### src/rtl/hazard_pkg.sv
// Shared encodings for the multi-cycle hazard unit: result sources, redirect,
// forwarding selects, multi-cycle FSM states and hazard priority classes.
package hazard_pkg;
  localparam logic [1:0] RES_ALU  = 2'b00;
  localparam logic [1:0] RES_LOAD = 2'b01;
  localparam logic [1:0] RES_IMM  = 2'b10;
  localparam logic [1:0] RES_PC4  = 2'b11;

  localparam logic [1:0] PC_SEQ = 2'b00;

  localparam logic [1:0] FWD_RD    = 2'b00;
  localparam logic [1:0] FWD_W     = 2'b01;
  localparam logic [1:0] FWD_M_IMM = 2'b10;
  localparam logic [1:0] FWD_M_ALU = 2'b11;

  typedef enum logic {
    MC_IDLE = 1'b0,
    MC_BUSY = 1'b1
  } mc_state_t;

  typedef enum logic [2:0] {
    HZ_NONE,
    HZ_LDRAW,
    HZ_REDIRECT,
    HZ_MC,
    HZ_MEMWAIT
  } hz_prio_t;
endpackage

### src/rtl/hazard_mc_fsm.sv
// Multi-cycle EX op sequencer: issues the start pulse, tracks BUSY and
// aborts the op through a watchdog that freezes while data memory waits.
module hazard_mc_fsm
  import hazard_pkg::*;
#(
  parameter int MC_TMO = 64
) (
  input  logic      clk,
  input  logic      reset,
  input  logic      Ei_mcOp,
  input  logic      Ei_mcDone,
  input  logic      memWait,
  output mc_state_t state,
  output logic      Eo_mcStart,
  output logic      timeout
);
  localparam int WD_W = $clog2(MC_TMO);
  localparam logic [WD_W-1:0] WD_LAST = WD_W'(MC_TMO - 1);

  mc_state_t       state_nxt;
  logic [WD_W-1:0] wdog, wdog_nxt;

  always_ff @(posedge clk or posedge reset) begin
    if (reset) begin
      state <= MC_IDLE;
      wdog  <= '0;
    end else begin
      state <= state_nxt;
      wdog  <= wdog_nxt;
    end
  end

  // A done seen while memory waits is ignored; the unit keeps done high until accepted.
  always_comb begin
    state_nxt  = state;
    wdog_nxt   = wdog;
    Eo_mcStart = 1'b0;
    timeout    = 1'b0;
    case (state)
      MC_IDLE: begin
        if (Ei_mcOp && !memWait) begin
          Eo_mcStart = 1'b1;
          state_nxt  = MC_BUSY;
          wdog_nxt   = '0;
        end
      end
      MC_BUSY: begin
        if (!memWait) begin
          if (Ei_mcDone) begin
            state_nxt = MC_IDLE;
          end else if (wdog == WD_LAST) begin
            timeout   = 1'b1;
            state_nxt = MC_IDLE;
          end else begin
            wdog_nxt = wdog + 1'b1;
          end
        end
      end
      default: state_nxt = MC_IDLE;
    endcase
  end
endmodule

### src/rtl/hazard_unit_mc.sv
// Hazard/forwarding unit for the 5-stage RV32I pipeline with multi-cycle EX ops,
// data-memory wait states and saturating stall/flush performance counters.
module hazard_unit_mc
  import hazard_pkg::*;
#(
  parameter int REG_AW = 5,
  parameter int FWD_EN = 1,
  parameter int MC_TMO = 64,
  parameter int PERF_W = 32
) (
  input  logic              clk,
  input  logic              reset,
  input  logic [REG_AW-1:0] Di_rs1,
  input  logic [REG_AW-1:0] Di_rs2,
  input  logic [REG_AW-1:0] Ei_rs1,
  input  logic [REG_AW-1:0] Ei_rs2,
  input  logic [REG_AW-1:0] Ei_rd,
  input  logic [REG_AW-1:0] Mi_rd,
  input  logic [REG_AW-1:0] Wi_rd,
  input  logic              Ei_regWrite,
  input  logic              Mi_regWrite,
  input  logic              Wi_regWrite,
  input  logic [1:0]        Ei_resultSrc,
  input  logic [1:0]        Mi_resultSrc,
  input  logic [1:0]        Ei_PCSrc,
  input  logic              Ei_mcOp,
  input  logic              Ei_mcDone,
  input  logic              Mi_memOp,
  input  logic              Mi_memReady,
  output logic [1:0]        Eo_forwardIn1Src,
  output logic [1:0]        Eo_forwardIn2Src,
  output logic              Fo_stall,
  output logic              Do_stall,
  output logic              Eo_stall,
  output logic              Mo_stall,
  output logic              Do_flush,
  output logic              Eo_flush,
  output logic              Mo_flush,
  output logic              Wo_flush,
  output logic              Eo_mcStart,
  output logic              o_mcTimeout,
  output logic [PERF_W-1:0] o_stallCnt,
  output logic [PERF_W-1:0] o_flushCnt
);
  localparam bit FWD_ON = (FWD_EN != 0);

  function automatic logic hit(input logic [REG_AW-1:0] rs, input logic [REG_AW-1:0] rd);
    hit = (rd != '0) && (rs == rd);
  endfunction

  function automatic logic [1:0] fwd_sel(input logic [REG_AW-1:0] rs,
                                         input logic [REG_AW-1:0] m_rd, input logic m_we,
                                         input logic [1:0] m_src,
                                         input logic [REG_AW-1:0] w_rd, input logic w_we);
    fwd_sel = FWD_RD;
    if (m_we && hit(rs, m_rd)) begin
      case (m_src)
        RES_ALU:           fwd_sel = FWD_M_ALU;
        RES_IMM:           fwd_sel = FWD_M_IMM;
        RES_LOAD, RES_PC4: fwd_sel = FWD_RD;
        default:           fwd_sel = FWD_RD;
      endcase
    end else if (w_we && hit(rs, w_rd)) begin
      fwd_sel = FWD_W;
    end
  endfunction

  function automatic logic [PERF_W-1:0] sat_inc(input logic [PERF_W-1:0] c, input logic en);
    sat_inc = (en && (c != '1)) ? c + 1'b1 : c;
  endfunction

  mc_state_t mc_state;
  logic      mc_start, mc_abort;
  logic      mem_wait, mc_busy, redirect, e_hit, m_hit, ld_use, raw;
  hz_prio_t  prio;

  assign mem_wait = Mi_memOp & ~Mi_memReady;

  hazard_mc_fsm #(.MC_TMO(MC_TMO)) u_mc_fsm (
    .clk        (clk),
    .reset      (reset),
    .Ei_mcOp    (Ei_mcOp),
    .Ei_mcDone  (Ei_mcDone),
    .memWait    (mem_wait),
    .state      (mc_state),
    .Eo_mcStart (mc_start),
    .timeout    (mc_abort)
  );

  assign mc_busy  = (mc_state == MC_BUSY) & ~Ei_mcDone;
  assign redirect = (Ei_PCSrc != PC_SEQ);
  assign e_hit    = Ei_regWrite & (hit(Di_rs1, Ei_rd) | hit(Di_rs2, Ei_rd));
  assign m_hit    = Mi_regWrite & (hit(Di_rs1, Mi_rd) | hit(Di_rs2, Mi_rd));
  assign ld_use   = FWD_ON & (Ei_resultSrc == RES_LOAD) & e_hit;
  assign raw      = ~FWD_ON & (e_hit | m_hit);

  always_comb begin
    prio = HZ_NONE;
    if (mem_wait)                  prio = HZ_MEMWAIT;
    else if (mc_busy || mc_start)  prio = HZ_MC;
    else if (redirect)             prio = HZ_REDIRECT;
    else if (ld_use || raw)        prio = HZ_LDRAW;
  end

  // Reset forces every control low at once, even mid-operation; on abort the E flush wins over its stall.
  always_comb begin
    Fo_stall = 1'b0; Do_stall = 1'b0; Eo_stall = 1'b0; Mo_stall = 1'b0;
    Do_flush = 1'b0; Eo_flush = 1'b0; Mo_flush = 1'b0; Wo_flush = 1'b0;
    Eo_mcStart       = 1'b0;
    Eo_forwardIn1Src = FWD_RD;
    Eo_forwardIn2Src = FWD_RD;
    if (!reset) begin
      Eo_mcStart = mc_start;
      if (FWD_ON) begin
        Eo_forwardIn1Src = fwd_sel(Ei_rs1, Mi_rd, Mi_regWrite, Mi_resultSrc, Wi_rd, Wi_regWrite);
        Eo_forwardIn2Src = fwd_sel(Ei_rs2, Mi_rd, Mi_regWrite, Mi_resultSrc, Wi_rd, Wi_regWrite);
      end
      case (prio)
        HZ_MEMWAIT: begin
          Fo_stall = 1'b1; Do_stall = 1'b1; Eo_stall = 1'b1; Mo_stall = 1'b1;
          Wo_flush = 1'b1;
        end
        HZ_MC: begin
          Fo_stall = 1'b1; Do_stall = 1'b1; Eo_stall = 1'b1;
          Mo_flush = 1'b1;
          Eo_flush = mc_abort;
        end
        HZ_REDIRECT: begin
          Do_flush = 1'b1; Eo_flush = 1'b1;
        end
        HZ_LDRAW: begin
          Fo_stall = 1'b1; Do_stall = 1'b1;
          Eo_flush = 1'b1;
        end
        default: ;
      endcase
    end
  end

  always_ff @(posedge clk or posedge reset) begin
    if (reset) begin
      o_stallCnt  <= '0;
      o_flushCnt  <= '0;
      o_mcTimeout <= 1'b0;
    end else begin
      o_stallCnt  <= sat_inc(o_stallCnt, Fo_stall);
      o_flushCnt  <= sat_inc(o_flushCnt, Do_flush);
      o_mcTimeout <= o_mcTimeout | mc_abort;
    end
  end
endmodule

### config.mk
export PLATFORM = sky130hd
export DESIGN_NAME = hazard_unit_mc
export DESIGN_NICKNAME = d
export VERILOG_FILES = /design/src/rtl/hazard_pkg.sv /design/src/rtl/hazard_mc_fsm.sv /design/src/rtl/hazard_unit_mc.sv
export SDC_FILE = /design/constraint.sdc
export NUM_CORES = 1
export LEC_CHECK = 0
export ABC_AREA = 1
export BUFFER_PORTS_ARGS = -buffer_cell sky130_fd_sc_hd__buf_2
export CAP_MARGIN = 25
export CELL_PAD_IN_SITES_DETAIL_PLACEMENT = 1
export CELL_PAD_IN_SITES_GLOBAL_PLACEMENT = 1
export CORE_ASPECT_RATIO = 0.5
export CORE_MARGIN = 3
export CORE_UTILIZATION = 41
export DETAILED_ROUTE_END_ITERATION = 10
export PLACE_DENSITY_LB_ADDON = 0.1
export SLEW_MARGIN = 5
export SYNTH_ARGS = -nofsm -noshare
export SYNTH_HDL_FRONTEND = slang
export SYNTH_SLANG_ARGS = --single-unit
### constraint.sdc
create_clock -name clk -period 6.95 [get_ports clk]
set_input_delay 0.3475 -clock clk [delete_from_list [all_inputs] [get_ports clk]]
set_output_delay 0.3475 -clock clk [all_outputs]
set_load 0.03 [all_outputs]
# Word-level counts from Yosys, hierarchy flattened
# Cells that the tools add are included.
dict set report totals {
  ff_bits 72
  word_cells 102
}
dict set report op_classes {
  n_eq_ne 21
  n_addsub 3
  muxes 39
  bitwise 9
  n_reduce_logical 25
}
# cell n
set ops {}
lappend ops {{$add 32x1->32 const B} 2}
lappend ops {{$ne 32x32->1 const B} 2}
lappend ops {{$eq 5x5->1} 6}
lappend ops {{$mux 1} 24}
lappend ops {{$mux 6} 4}
lappend ops {{$reduce_bool 5->1} 3}
lappend ops {{$logic_and 1x1->1} 13}
lappend ops {{$pmux 6 s2} 1}
lappend ops {{$mux 2} 5}
lappend ops {{$add 6x1->6 const B} 1}
lappend ops {{$eq 3x2->1 const B} 2}
lappend ops {{$eq 6x6->1 const B} 1}
lappend ops {{$mux 3} 2}
lappend ops {{$ne 2x2->1 const B} 3}
lappend ops {{$pmux 2 s3} 1}
lappend ops {{$reduce_or 2->1} 3}
lappend ops {{$and 1x1->1} 4}
lappend ops {{$eq 2x1->1 const B} 2}
lappend ops {{$eq 2x2->1 const B} 2}
lappend ops {{$pmux 1 s2} 2}
lappend ops {{$reduce_and 4->1} 1}
lappend ops {{$eq 3x1->1 const B} 1}
lappend ops {{$eq 3x3->1 const B} 1}
lappend ops {{$not 1->1} 3}
lappend ops {{7 further kinds} 8}

# Longest topological paths before layout
# Gate-level depths: netlist (run 1).
dict set report logic_depth {
  word_depth 14
  ltp_mapped 12
  depth_no_buf 11
}

# Modules after synthesis
# A second synthesis (run 1) with hierarchy kept.
dict set report unflattened {
  cells_unflattened 804
  hier_area_um2 5421.4
}
# module area_each_um2 seq_area_each_um2 instances cells_each
set modules_own_cells {}
lappend modules_own_cells {hazard_unit_mc 4972.3 1626.6 1 745}
lappend modules_own_cells {hazard_mc_fsm 449.2 175.2 1 59}

# Worst setup path before layout (run 1)
# OpenSTA, ideal clock, no wires.
dict set report synth_timing {
  path_type {input -> output}
  start {input port reset}
  end {output port Eo_flush}
  stages 3
  path_slack_ps 3701
  n_path_buf 0
  t_arrival_ps 2902
  cell_sequence {inv_1 nand3_1 o21ai_0}
}
dict set report synth_between {
  elab_chain_cells 1
}
# element line
set synth_rtl {}
lappend synth_rtl {{start: declaration} hazard_unit_mc.sv:12} ;# input logic reset,
lappend synth_rtl {{$mux 1} hazard_unit_mc.sv:112} ;# if (!reset) begin
lappend synth_rtl {{end: declaration} hazard_unit_mc.sv:37} ;# output logic Eo_flush,
# No other way between the ends.

# Worst setup path in the final report (run 1)
dict set report layout_timing {
  start {register o_stallCnt[0]}
  end {register o_stallCnt[18]}
}
dict set report layout_between {
  elab_chain_cells 2
  elab_cells_between_ends 3
}
# element line
set layout_rtl {}
lappend layout_rtl {{start: declaration} hazard_unit_mc.sv:42} ;# output logic [PERF_W-1:0] o_stallCnt,
lappend layout_rtl {{start signal: assignment} hazard_unit_mc.sv:146} ;# o_stallCnt <= sat_inc(o_stallCnt, Fo_stall);
lappend layout_rtl {{branches (longest 2 deep; another with $add 32x1->32)} --}
# Parallel ways; which one is timed is not known.
# A chain may end at the register's enable or synchronous reset.

==> impl_metrics.yaml, run 1 <==
run_status:
  outcome: "completed"
timing:
  tns_ps: 0
  hold_viol_final: 0
  tightestPinTransition_ps: 791
  fin_crit_ps: 2680
  skew_ps: 8.43
  clock.fmax_mhz: 372
  holdWs_ps: 235
  setup_viol: 0
  timing.final.crit_share: 0.386
  grt_setup_unrepaired: "false"
  final_max_slew_viol_count: 0
  maxSlewHeadroom: 0.472
clock_network:
  clk_latency_ps: 340
  postCtsHoldBufs: 0
  cts_root_buffer: "clkbuf_16"
  cts_resized: 0
  cts_buffers: 9
  cts_num_sinks: 72
  clk_path_buf_depth: 2
  cts_tree: "built"
  post_cts_buffers: 0
  htree_levels: 3
  clk_pin_slew_ps: 60
layout:
  syn_to_final_growth_pct: 21.2
  insertedDiodeCount: 0
  final_cells: 1111
  nets: 994
  final_area_um2: 6370
  most-common-layout-cells: "321 x nand2_1, 127 x buf_2, 108 x nor2_1"
  mostFrequentLayoutCell: "nand2_1"
  utilization: 0.524
  layout-drive-gt1-share: 0.180
job:
  cap_violations: 0
floorplanning:
  rows: 28
  fp.dieH_um: 86.1
  core_um2: 12200
  io-pin-count: 128
  start_util: 0.433
  die_w_um: 166
  die_area_um2: 14300
synthesis:
  ys_warn_count: 0
  syn_inst: 815
  synth_cell_types: 36
  ys_ff_latch: 72
  ys_seq_area_frac: 0.343
  syn-num-nets: 868
  syn_area_um2: 5260
  synth.avg_cell_area_um2: 6.45
critical_path:
  worstPathRequired_ps: 7220
  critPathCaptureType: "flop"
  critical_path_class: "reg -> reg"
  reg2reg_slack_ps: 4270
  worst-path-max-fanout: 16
  critPathArrivalTime_ps: 2950
  critPathLaunchType: "flop"
detailed_routing:
  wl_per_cell_um: 15.8
  firstDrtPassIters: 4
  vias_per_cell: 5.16
  final_antenna_net_count: 0
  remaining_drc_errors: 0
  wl_um: 17600
  vias: 5731
  drt_iter0_markers: 247
global_route:
  grt_pass1_vias: 6092
  antenna_found_initial: 0
  grt_max_degree: 76
  grtUsageTotal: 0.252
  grt_overflow_total: 0
  grt_pass1_wl_um: 29200
placement:
  place_congestion: 0.888
  dp_hpwl_um: 13800
  io_buffers: 127
  dp_cells: 1094
  dpl_cell_area_um2: 6020
power_and_ir_drop:
  p_leak_nw: 3.28
  ir_worst_vdd_mv: 0.192
  p_per_area_nw_per_um2: 255
worst_hold_path:
  hold_path_class: "in -> async"
==> critical path, stage by stage, from the launching register on <==
cell and delay [ps]:
dfrtp_1 530, ha_1 370, inv_2 100, nor2_4 150
nand2_1 140, nor2_1 240, nand4_1 170, nand2_1 530
buf_8 240, nand2_1 70, nand2_1 70
==> worst paths after layout <==
kind,endpoint,cells past startpoint,from
worst max-delay path,o_stallCnt[18],10,o_stallCnt[0]
worst min-delay path,o_stallCnt[8],3,reset
worst max register to register,o_stallCnt[18],10,o_stallCnt[0]
worst min register to register,o_mcTimeout,1,o_mcTimeout
max in group asynchronous,o_flushCnt[18],4,reset
min in group clk,u_mc_fsm.state,4,Ei_mcDone
==> cells in the mapped netlist, drive strengths merged <==
master   number  area, um2
a21boi        1       7.51
a21oi         1       5.00
buf          13        106
clkbuf        4       15.0
dfrtp        72       1800
ha            3       37.5
inv          83        312
nand2       324       1230
nand3        52        270
nand3b       10       75.1
nand4        10       62.6
nor2        113        442
nor3         31        166
nor3b         1       7.51
nor4          1       6.26
o2111ai       3       26.3
o21a          2       15.0
o21ai        32        175
o21bai        1       7.51
o22ai         2       12.5
o31ai         2       15.0
or2           3       18.8
xnor2        10       87.6
xor2         41        359
==> layout make-up <==
type / instances / area, um2
timing repair buffer: 132 / 693
inverter: 83 / 313
clock inverter: 2 / 60.1
multi-input combinational: 643 / 3030
clock buffer: 14 / 274
fill: 1703 / 5780
sequential: 72 / 1800
tap: 165 / 206
==> registers in the layout, summed over array words and instances, names as in the netlist <==
name	count
o_flushCnt	32
o_stallCnt	32
u_mc_fsm.wdog	6
o_mcTimeout	1
u_mc_fsm.state	1
==> cells by family after synthesis <==
family,count (synthesis),synth area share
AND/OR/NAND/NOR,545,0.433
buffers and inverters,100,0.0823
adder cells (fa/ha/maj),3,0.00714
AO/OA/AOI/OAI,44,0.0502
XOR/XNOR,51,0.0849
flip-flops,72,0.343
==> layer usage <==
layer	part of all wire	global-route usage	routed length, um	vias up
li1	-	-	-	2804
met1	0.43	0.284	7550	2773
met2	0.51	0.481	8950	121
met3	0.036	0.0493	637	33
met4	0.025	0.0928	439	0
met5	0	0	0	-
==> through the flow <==
stage | setup WS [ps] | power (mW)
floorplan | 3700 | 0.938
global placement | 4230 | 1.09
detailed placement | 4260 | 1.11
global route | 4050 | 1.73
finish | 4270 | 1.63
CTS | 4230 | 1.65
==> where the power goes <==
part | internal, mW | leakage [nW] | switching (mW)
Clock | 0.344 | 0.163 | 0.181
Sequential | 0.492 | 0.970 | 0.100
Combinational | 0.154 | 2.15 | 0.354
Power figures use the tool's default switching activity.
==> inputs of run 2 (changes only) <==
--- a/config.mk
+++ b/config.mk
@@ -12,7 +12,7 @@
 export CELL_PAD_IN_SITES_GLOBAL_PLACEMENT = 1
 export CORE_ASPECT_RATIO = 0.5
 export CORE_MARGIN = 3
-export CORE_UTILIZATION = 41
+export CORE_UTILIZATION = 38
 export DETAILED_ROUTE_END_ITERATION = 10
 export PLACE_DENSITY_LB_ADDON = 0.1
 export SLEW_MARGIN = 5
==> constraint.sdc (replaced) <==
create_clock -name clk -period 2.6 [get_ports clk]
set_input_delay 0.13 -clock clk [delete_from_list [all_inputs] [get_ports clk]]
set_output_delay 0.13 -clock clk [all_outputs]
set_load 0.03 [all_outputs]
==> impl_metrics.yaml, run 2 (synthesis gave the netlist of run 1 again) <==
run_status:
  outcome: "completed"
timing:
  tightestPinTransition_ps: 636
  grt_setup_unrepaired: "false"
  setup_slack_ps: 427
  skew_ps: 14.5
  timing.final.crit_share: 0.836
  holdWs_ps: 0.193
  clock.fmax_mhz: 460
  fin_crit_ps: 2170
  hold_viol_final: 0
  setup_viol: 0
  maxSlewHeadroom: 0.576
  tns_ps: 0
  final_max_slew_viol_count: 0
floorplanning:
  core_um2: 13100
  io-pin-count: 128
  die_area_um2: 15400
  start_util: 0.402
  die_w_um: 172
  fp.dieH_um: 89.2
  rows: 29
critical_path:
  max_stage_delay_ps: 440
  critical_path_class: "reg -> out"
  crit_path_cell_trace: "inv_2 -> nand2_2 -> nor2_2 -> nor2_2 -> nand2_2 -> nand2_1 -> nand2_1 -> buf_4 -> buf_2"
  critPathLaunchType: "flop"
  worstPathRequired_ps: 2470
  critPathTopFamily: "buffers and inverters"
  critPathArrivalTime_ps: 2040
  worst-path-max-fanout: 21
  path_buf_inv: 3
  timing.critical_path.depth: 9
  critPathCaptureType: "output port"
  critPathSlowestCell: "dfrtp_1"
  ff2ff_path_depth: 11
placement:
  place_ws_ps: 463
  place_congestion: 0.902
  dp_hpwl_um: 14100
  io_buffers: 127
clock_network:
  cts_root_buffer: "clkbuf_16"
  clk_pin_slew_ps: 60
  cts_resized: 0
  cts_buffers: 9
  cts_tree: "built"
  htree_levels: 3
  cts_num_sinks: 72
  clk_latency_ps: 340
  postCtsHoldBufs: 0
  clk_path_buf_depth: 2
  post_cts_buffers: 0
power_and_ir_drop:
  ir_worst_vdd_mv: 0.643
  p_per_area_nw_per_um2: 653
  p_leak_nw: 3.27
  finalPower_mw: 4.16
layout:
  most-common-layout-cells: "321 x nand2_1, 127 x buf_2, 108 x nor2_1"
  multi_input_area_um2: 3030
  nets: 999
  regArea_um2: 1800
  insertedDiodeCount: 0
  layout-drive-gt1-share: 0.185
  utilization: 0.487
  syn_to_final_growth_pct: 21.3
  reg_top3: "o_flushCnt: 32 flops, o_stallCnt: 32 flops, u_mc_fsm.wdog: 6 flops"
  fill_cells: 1813
  mostFrequentLayoutCell: "nand2_1"
detailed_routing:
  vias: 5686
  drt_iter0_markers: 259
  remaining_drc_errors: 0
  vias_per_cell: 5.01
  final_antenna_net_count: 0
  wl_um: 17600
  firstDrtPassIters: 4
  wl_per_cell_um: 15.5
worst_hold_path:
  hold_path_class: "in -> async"
global_route:
  grt_overflow_total: 0
  grt_pass1_vias: 5833
  antenna_found_initial: 0
  grt_max_degree: 49
  grt_pass1_wl_um: 29000
  grtUsageTotal: 0.238
job:
  cap_violations: 0
[run 2: cell count changes in the layout (fill, tap and decap cells not counted)]
cell,previous run,this run
clkbuf_8,3,2
bufinv_16,2,0
inv_6,0,1
clkinvlp_4,0,3
buf_8,1,0
clkbuf_1,2,0
buf_4,3,9
[run 2: path summary, 6_finish.rpt]
check                                 end  slack (ps)            from
min                        u_mc_fsm.state         0.2           reset
max reg2reg                 o_flushCnt[6]         450   o_flushCnt[1]
min reg2reg                   o_mcTimeout         490     o_mcTimeout
max                              Fo_stall         430  u_mc_fsm.state
max in group asynchronous   o_stallCnt[1]        2060           reset
min in group clk           u_mc_fsm.state         100       Ei_mcDone
[run 2: cell type report]
type                    count  area share
multi-input cells         643       0.474
flip-flops and latches     72       0.282
repair buffers            137       0.113
inverters                  83      0.0494
clock buffers              11      0.0396
well taps                 186      0.0365
clock inverters             4     0.00451
[run 2: worst min-delay path: stages]
cell and delay (ps):
buf_2 160, clkinvlp_4 110, buf_4 330
[run 2: power by group]
group	internal [mW]	switching, mW
sequential	1.32	0.261
clock	0.695	0.496
combinational	0.425	0.972
[run 2: per-layer routing]
| layer | global-route usage | routed length (um) | vias up |
|---|---|---|---|
| met2 | 0.407 | 8130 | 129 |
| met5 | 0 | 0 | - |
| met4 | 0.0507 | 177 | 0 |
| met3 | 0.0486 | 882 | 16 |
| met1 | 0.315 | 8380 | 2735 |
| li1 | - | - | 2806 |
[run 2: per-stage QoR]
| stage | area, um2 | std cells |
|---|---|---|
| detailed placement | 6100 | 1121 |
| global route | 6380 | 1136 |
| floorplan | 5260 | 815 |
| finish | 6380 | 1136 |
| global placement | 6100 | 1121 |
| CTS | 6380 | 1136 |
==> inputs of run 3 (changes only) <==
==> constraint.sdc (replaced) <==
create_clock -name clk -period 2.2 [get_ports clk]
set_input_delay 0.11 -clock clk [delete_from_list [all_inputs] [get_ports clk]]
set_output_delay 0.11 -clock clk [all_outputs]
set_load 0.03 [all_outputs]
==> impl_metrics.yaml, run 3 (synthesis gave the netlist of run 1 again) <==
run_status:
  outcome: "completed"
clock_network:
  clk_path_buf_depth: 2
  clk_latency_ps: 340
  cts_buffers: 9
  cts_num_sinks: 72
  clk_pin_slew_ps: 60
  htree_levels: 3
  cts_root_buffer: "clkbuf_16"
  cts_tree: "built"
floorplanning:
  io-pin-count: 128
  fp.dieH_um: 89.2
  rows: 29
  start_util: 0.402
  die_w_um: 172
  die_area_um2: 15400
  core_um2: 13100
critical_path:
  critPathSlowestCell: "dfrtp_1"
  worstPathRequired_ps: 2090
  critPathLaunchType: "flop"
  reg2reg_slack_ps: 180
  ff2ff_path_depth: 10
  reg2reg_to: "o_flushCnt[6]"
  r2r-start: "o_flushCnt[13]"
  max_stage_delay_ps: 430
  critPathCaptureType: "output port"
  crit_path_cell_trace: "inv_2 -> nand2_2 -> nor2_4 -> nor2_2 -> nand2_2 -> nand2_1 -> nand2_1 -> buf_6 -> buf_2"
  critPathArrivalTime_ps: 1920
  setup.worst_path.start: "u_mc_fsm.state"
  worst-path-max-fanout: 18
  critPathTopFamily: "simple AND/OR/NAND/NOR gates"
  path_buf_inv: 3
  critical_path_class: "reg -> out"
detailed_routing:
  final_antenna_net_count: 0
  vias_per_cell: 4.99
  wl_um: 17600
  drt_iter0_markers: 207
  wl_per_cell_um: 15.4
  firstDrtPassIters: 4
  remaining_drc_errors: 0
  vias: 5733
layout:
  most-common-layout-cells: "321 x nand2_1, 127 x buf_2, 108 x nor2_1"
  syn_to_final_growth_pct: 24.4
  reg_top3: "o_flushCnt: 32 flops, o_stallCnt: 32 flops, u_mc_fsm.wdog: 6 flops"
  layout-drive-gt1-share: 0.197
  mostFrequentLayoutCell: "nand2_1"
  insertedDiodeCount: 0
  utilization: 0.499
  final_cells: 1149
  nets: 1012
placement:
  dp_hpwl_um: 13800
  place_congestion: 0.945
  io_buffers: 127
  dp_cells: 1130
global_route:
  grt_pass1_vias: 5812
  grt_overflow_total: 0
  grt_pass1_wl_um: 28700
  grt_max_degree: 59
  antenna_found_initial: 0
  grtUsageTotal: 0.233
power_and_ir_drop:
  p_leak_nw: 3.35
  p_per_area_nw_per_um2: 783
  ir_worst_vdd_mv: 0.565
timing:
  clock.fmax_mhz: 492
  timing.final.crit_share: 0.925
  grt_setup_unrepaired: "false"
  hold_viol_final: 0
  tightestPinTransition_ps: 781
  setup_viol: 0
  final_max_slew_viol_count: 0
  maxSlewHeadroom: 0.479
  skew_ps: 11.1
  fin_crit_ps: 2030
  tns_ps: 0
worst_hold_path:
  worstHoldEndpoint: "u_mc_fsm.state"
  hold_start: "Ei_mcDone"
  hold_path_class: "in -> reg"
  min_path_cells: 4
job:
  cap_violations: 0
run 3: cell types whose count changed in the layout (fill, tap and decap cells not counted), sizes merged:
| cell | previous run | this run |
|---|---|---|
| buf | 137 | 149 |
| bufinv | 0 | 1 |
| clkbuf | 11 | 13 |
| clkinv | 1 | 0 |
| clkinvlp | 3 | 2 |
| dlygate4sd3 | 0 | 1 |
| inv | 83 | 82 |
run 3: through the flow:
| stage | hold WS [ps] | cell area [um2] | total power [mW] | setup slack, ps |
|---|---|---|---|---|
| 4_1_cts | 80.5 | 6490 | 5.14 | 62.4 |
| 3_5_place_dp | 243 | 6170 | 3.55 | 98.4 |
| 3_3_place_gp | 239 | 6170 | 3.50 | 225 |
| 5_1_grt | 104 | 6540 | 5.43 | 34.9 |
| 6_report | 83.3 | 6540 | 5.12 | 166 |
| 2_1_floorplan | 275 | 5270 | 2.96 | 41.8 |
run 3: tightest hold or removal path: stages:
cell	delay, ps
buf_2	90
o21ai_0	80
nand2_1	60
nand2_1	40
run 3: cell type report:
cell class,instances,area [um2]
Inverter,83,315
Clock inverter,2,37.5
Timing Repair Buffer,150,831
Multi-Input combinational cell,643,3050
Clock buffer,13,270
Tap cell,186,233
Sequential cell,72,1800
Fill cell,1816,6560
run 3: layer usage:
layer	routed length (um)	global-route usage	up-vias
met5	0	0	-
met4	231	0.0434	0
met3	501	0.0371	24
met2	8930	0.437	92
met1	7980	0.288	2787
li1	-	-	2830
run 3: how the worst max path moves through the flow:
stage          slack [ps]  cells after the start             to
2_1_floorplan          40                      5       Fo_stall
3_3_place_gp          230                     11  o_flushCnt[6]
5_1_grt                30                      9       Do_stall
4_1_cts                60                      9       Do_stall
3_5_place_dp          100                     11  o_flushCnt[6]
6_report              170                      9       Do_stall
run 3: where the power goes:
group,internal (mW),switching [mW]
Sequential,1.55,0.298
Combinational,0.541,1.16
Clock,0.968,0.604
Total,3.06,2.06
run 3: repair_timing:
action,4_1_cts,5_1_grt
buffers inserted,0,3
gates resized for setup,0,6
endpoints found under the setup margin,0,52
endpoints found under the hold margin,14,0
hold buffers,1,0
